$ cat src/rtl/cdf_pipeline.sv
// cdf_pipeline: streams histogram bins from m2, writes the running
// cumulative sum to m3, and reports the first nonzero CDF and the total.
module cdf_pipeline #(
  parameter int          NUM_BINS = 256,
  parameter logic [15:0] TAG      = 16'hAAAA
) (
  input  logic         clock,
  input  logic         rst,
  input  logic         start,
  input  logic [127:0] m2ReadVal,
  output logic [15:0]  m2ReadAddr,
  output logic [15:0]  m3WriteAddr,
  output logic [127:0] m3WriteVal,
  output logic         m3WE,
  output logic [23:0]  cdfMin,
  output logic [23:0]  totalCount,
  output logic         busy,
  output logic         done
);

  typedef enum logic [1:0] {
    IDLE,
    READ,
    DRAIN,
    DONE
  } state_t;

  localparam logic [15:0] PEN = 16'(NUM_BINS - 2);

  state_t      state;
  logic        req_v;
  logic        dat_v;
  logic [15:0] wr_idx;
  logic [23:0] sum;
  logic [15:0] cnt;
  logic [24:0] sum_ext;
  logic [23:0] nsum;
  logic        unused_hi;

  assign unused_hi = ^m2ReadVal[127:32];

  // untagged words are unwritten bins; running sum saturates
  always_comb begin
    cnt = 16'h0;
    if (m2ReadVal[31:16] == TAG)
      cnt = m2ReadVal[15:0];
    sum_ext = {1'b0, sum} + {9'h0, cnt};
    nsum = sum_ext[24] ? 24'hFFFFFF : sum_ext[23:0];
  end

  // sequencer: address issue, 2-cycle read pipe, CDF write-back
  always_ff @(posedge clock) begin
    if (rst) begin
      state       <= IDLE;
      req_v       <= 1'b0;
      dat_v       <= 1'b0;
      wr_idx      <= 16'h0;
      sum         <= 24'h0;
      m2ReadAddr  <= 16'h0;
      m3WriteAddr <= 16'h0;
      m3WriteVal  <= 128'h0;
      m3WE        <= 1'b0;
      cdfMin      <= 24'h0;
      totalCount  <= 24'h0;
      busy        <= 1'b0;
      done        <= 1'b0;
    end else begin
      m3WE  <= 1'b0;
      dat_v <= req_v;
      if (dat_v) begin
        sum         <= nsum;
        m3WE        <= 1'b1;
        m3WriteAddr <= wr_idx;
        m3WriteVal  <= {88'h0, TAG, nsum};
        wr_idx      <= wr_idx + 16'd1;
        if (cdfMin == 24'h0 && nsum != 24'h0)
          cdfMin <= nsum;
      end
      unique case (state)
        IDLE, DONE: begin
          if (start) begin
            state      <= (NUM_BINS == 1) ? DRAIN : READ;
            m2ReadAddr <= 16'h0;
            busy       <= 1'b1;
            done       <= 1'b0;
            sum        <= 24'h0;
            cdfMin     <= 24'h0;
            totalCount <= 24'h0;
            req_v      <= 1'b1;
            wr_idx     <= 16'h0;
          end
        end
        READ: begin
          m2ReadAddr <= m2ReadAddr + 16'd1;
          if (m2ReadAddr == PEN)
            state <= DRAIN;
        end
        DRAIN: begin
          req_v <= 1'b0;
          if (!req_v && !dat_v) begin
            state      <= DONE;
            busy       <= 1'b0;
            done       <= 1'b1;
            totalCount <= sum;
          end
        end
        default: state <= IDLE;
      endcase
    end
  end

endmodule

$ cat config.mk
export PLATFORM = sky130hd
export DESIGN_NAME = cdf_pipeline
export DESIGN_NICKNAME = d
export VERILOG_FILES = /design/src/rtl/cdf_pipeline.sv
export SDC_FILE = /design/constraint.sdc
export NUM_CORES = 1
export LEC_CHECK = 0
export CORE_MARGIN = 3
export CORE_UTILIZATION = 46
export CTS_CLUSTER_DIAMETER = 200
export DETAILED_ROUTE_END_ITERATION = 12
export PLACE_DENSITY_LB_ADDON = 0.15
export SETUP_SLACK_MARGIN = 0.1
export SKIP_LAST_GASP = 1
export SLEW_MARGIN = 20
export SYNTH_ARGS = -nofsm -noshare
export SYNTH_HDL_FRONTEND = slang
export SYNTH_SLANG_ARGS = --single-unit
$ cat constraint.sdc
create_clock -name clock -period 5.8 [get_ports clock]
set_input_delay 0.58 -clock clock [delete_from_list [all_inputs] [get_ports clock]]
set_output_delay 0.58 -clock clock [all_outputs]
set_load 0.01 [all_outputs]
==> impl_metrics.csv <==
group,metric,value,unit
timing,setup_total_negative_slack,0,ps
floorplan,initial_utilization,48.0,%
cts,worstSkewPairLatency,420,ps
cts,post_cts_resized,0,
power_and_ir_drop,leakage,3.71,nW
power_and_ir_drop,p_total,2.97,mW
cts,cts.root.buffer_cell,"clkbuf_16",
global_route,first_global_vias,5898,
timing,max_clock_freq,0.240,GHz
final_layout,areaGrowthSynthToFinish,22.7,%
drt,avgViaCountPerCell,5.15,
power_and_ir_drop,power_density_of_the_placed_cells,310,mW/mm^2
timing,timing.final.hold_violations,0,
power_and_ir_drop,worst_ir_drop_vdd,225,uV
global_route,gr-usage-met3,4.33,%
final_layout,nets,1203,
yosys,synth-main-ff-cell,"dfxtp_1",
floorplan,area_of_the_die,0.0185,mm^2
timing,timing_worst_slew_pin_value,981,ps
critical_path,crit_type,"in -> reg",
timing,setup_repair_after_global_routing_missed_its_margin,"no",
global_route,antenna_violations_before_repair,0,
cts,cts_buffer_depth,2,
global_route,grt_busiest_layer,"met2",
critical_path,required,6070,ps
yosys,yosysMostFrequentCell,"dfxtp_1",
timing,worst_clock_skew,5.61,ps
critical_path,worst-path-max-fanout,18,
yosys,netlist.top_cell.by_area,"dfxtp_1",
floorplan,chipHeight,136,um
placed_design,dpl.hpwl,14100,um
global_route,grt.met2_usage,33.4,%
drt,dr_vias,6568,
final_layout,insertedDiodeCount,0,
floorplan,top_level_ports,342,
yosys,synth.cell_area,0.00779,mm^2
yosys,synth.top_cell.area_share,39.0,%
critical_path,crit_path_end_kind,"register",
floorplan,core_area,0.0162,mm^2
floorplan,placementRows,46,
placed_design,place_congestion,0.915,
global_route,use_met1,29.8,%
timing,final_min_period_over_clock_period,71.9,%
global_route,grt_pass1_wl,31200,um
drt,first_pass_iters,5,
timing,setup-violations-final,0,
drt,drtAntennaViolNets,0,
cts,cts_made_buffers,17,
cts,clkTransAtPathRegs,60,ps
critical_path,cp_data_arrival_time,4440,ps
critical_path,worst_setup_path_start_kind,"primary input",
timing,slew_violations,0,
yosys,asyncSetResetFlopFracSynth,0,%
run,max-cap-violations,0,
worst_hold_path,worst_hold_path_type,"reg -> reg",
yosys,synth_enable_flop_cells,0,
drt,avgRoutedWirePerCell,15.5,um
global_route,groute.usage.overall,21.2,%
final_layout,fin_util,58.9,%
yosys,synth_cells,928,
cts,buffers_inserted_during_post_cts_setup_optimization,0,
cts,hold_buffers,0,
final_layout,final_layout_size_suffix_gt1_share,4.81,%
yosys,synthesis.yosys.warnings,0,
cts,tritoncts_clock_tree,"done",
yosys,synth_cell_types,60,
drt,drt-initial-drc-count,440,
yosys,synth_top_cells_by_area,"dfxtp_1 39%, buf_4 10%, nor2_1 6.4%, o21ai_0 3.7%, ha_1 3.5%",
timing,post-route-min-period,4170,ps
cts,htree_levels,4,
drt,finalWirelength,19800,um
cts,tritoncts_num_sinks,152,
yosys,syn_area_per_cell,8.40,um^2
drt,drcViolationCount,0,
yosys,netlist_top_cells_count,"152 x dfxtp_1, 132 x nor2_1, 106 x buf_4, 61 x nand2_1, 58 x o21ai_0",
global_route,grt_max_degree,85,
yosys,share_of_the_yosys_chip_area_belonging_to_registers,39.0,%
placed_design,place.port_buffers,149,
floorplan,die_width,136,um
timing,timing.max_slew.rel_slack,34.3,%
outcome,outcome,"completed",
yosys,synth_seq_cells,152,
global_route,total_congestion_overflow_after_global_routing,0,
cells by family after synthesis:
| logic type | share of synthesized area (%) |
|---|---|
| buffers and inverters | 13.1 |
| multiplexers | 2.57 |
| AO/OA/AOI/OAI | 17.3 |
| flip-flops | 39.0 |
| adder cells (fa/ha/maj) | 3.79 |
| other | 0.0481 |
| XOR/XNOR | 3.71 |
| AND/OR/NAND/NOR | 20.4 |
metal layers:
metal  routed length (um)  vias up
met5                    0        -
li1                     -     3297
met3                 1300       12
met2                 8920      247
met1                 9410     3012
met4                  141        0
placed cells by master, fill, tap and decap left out, types with 4 or more instances in the layout:
cell type          n
a22oi_1           25
nor2_1           132
ha_1              22
inv_1             10
a211oi_1          10
clkinv_2           4
and2_1            18
nor2b_1            5
conb_1            96
nand2_1           61
nor3_1            32
o21a_1             5
buf_4              8
a21o_1            13
nand4b_1           4
clkbuf_16         18
dfxtp_1          151
mux2i_1           20
o211ai_1           5
a31oi_1            5
nand3_1           22
a311oi_1           6
nor4bb_1           4
a21oi_1           49
clkdlybuf4s50_1  148
nand2b_1          10
o21ai_0           58
nand4_1           10
nor4_1             6
and3_1            11
xor2_1            21
xnor2_1           12
worst max-delay path, stage by stage:
cell and delay [ps]:
clkdlybuf4s50_1 450, nor4bb_1 280, and4_1 530, and2_1 210
ha_1 300, a211oi_1 270, o21ai_0 260, a211oi_4 390
a211oi_4 220, nor3_1 730, o21ai_0 200
report_power, final:
part	switching (mW)	internal (mW)	leakage, nW
Combinational	0.437	0.273	2.20
Clock	0.424	0.644	0.280
Sequential	0.0727	1.12	1.23
Total	0.934	2.03	3.71
final timing paths:
path	from	to	slack (ps)	depth (start not counted)
worst max-delay path	m2ReadVal[21]	cdfMin[11]	1630	11
worst min-delay path	m3WriteVal[22]	m3WriteVal[22]	470	2
worst max register to register	sum[0]	cdfMin[11]	2550	8
worst min register to register	m3WriteVal[22]	m3WriteVal[22]	470	2
registers in the layout (all words and copies together) (netlist names):
| signal | flops |
|---|---|
| m3WriteVal | 25 |
| cdfMin | 24 |
| sum | 24 |
| totalCount | 24 |
| m2ReadAddr | 16 |
| m3WriteAddr | 16 |
| wr_idx | 16 |
| state | 2 |
| busy | 1 |
| dat_v | 1 |
| done | 1 |
| m3WE | 1 |
| req_v | 1 |
final cells by class:
cell class | count | area [um^2]
fill | 1474 | 6670
multi-input combinational | 711 | 4100
sequential | 152 | 3050
timing repair buffer | 157 | 1550
clock buffer | 23 | 499
tap | 216 | 270
clock inverter | 7 | 66.3
inverter | 10 | 37.5
metrics by stage:
step / cell area, um^2 / cells / hold WS (ps) / setup slack [ps]
6_report: 9560 / 1276 / 467 / 1630
4_1_cts: 9560 / 1276 / 468 / 1640
5_1_grt: 9560 / 1276 / 495 / 1340
2_1_floorplan: 8150 / 1023 / 466 / 2530
3_3_place_gp: 9000 / 1246 / 459 / 1200
3_5_place_dp: 9000 / 1246 / 457 / 1210
(Power assumes the default switching activity.)
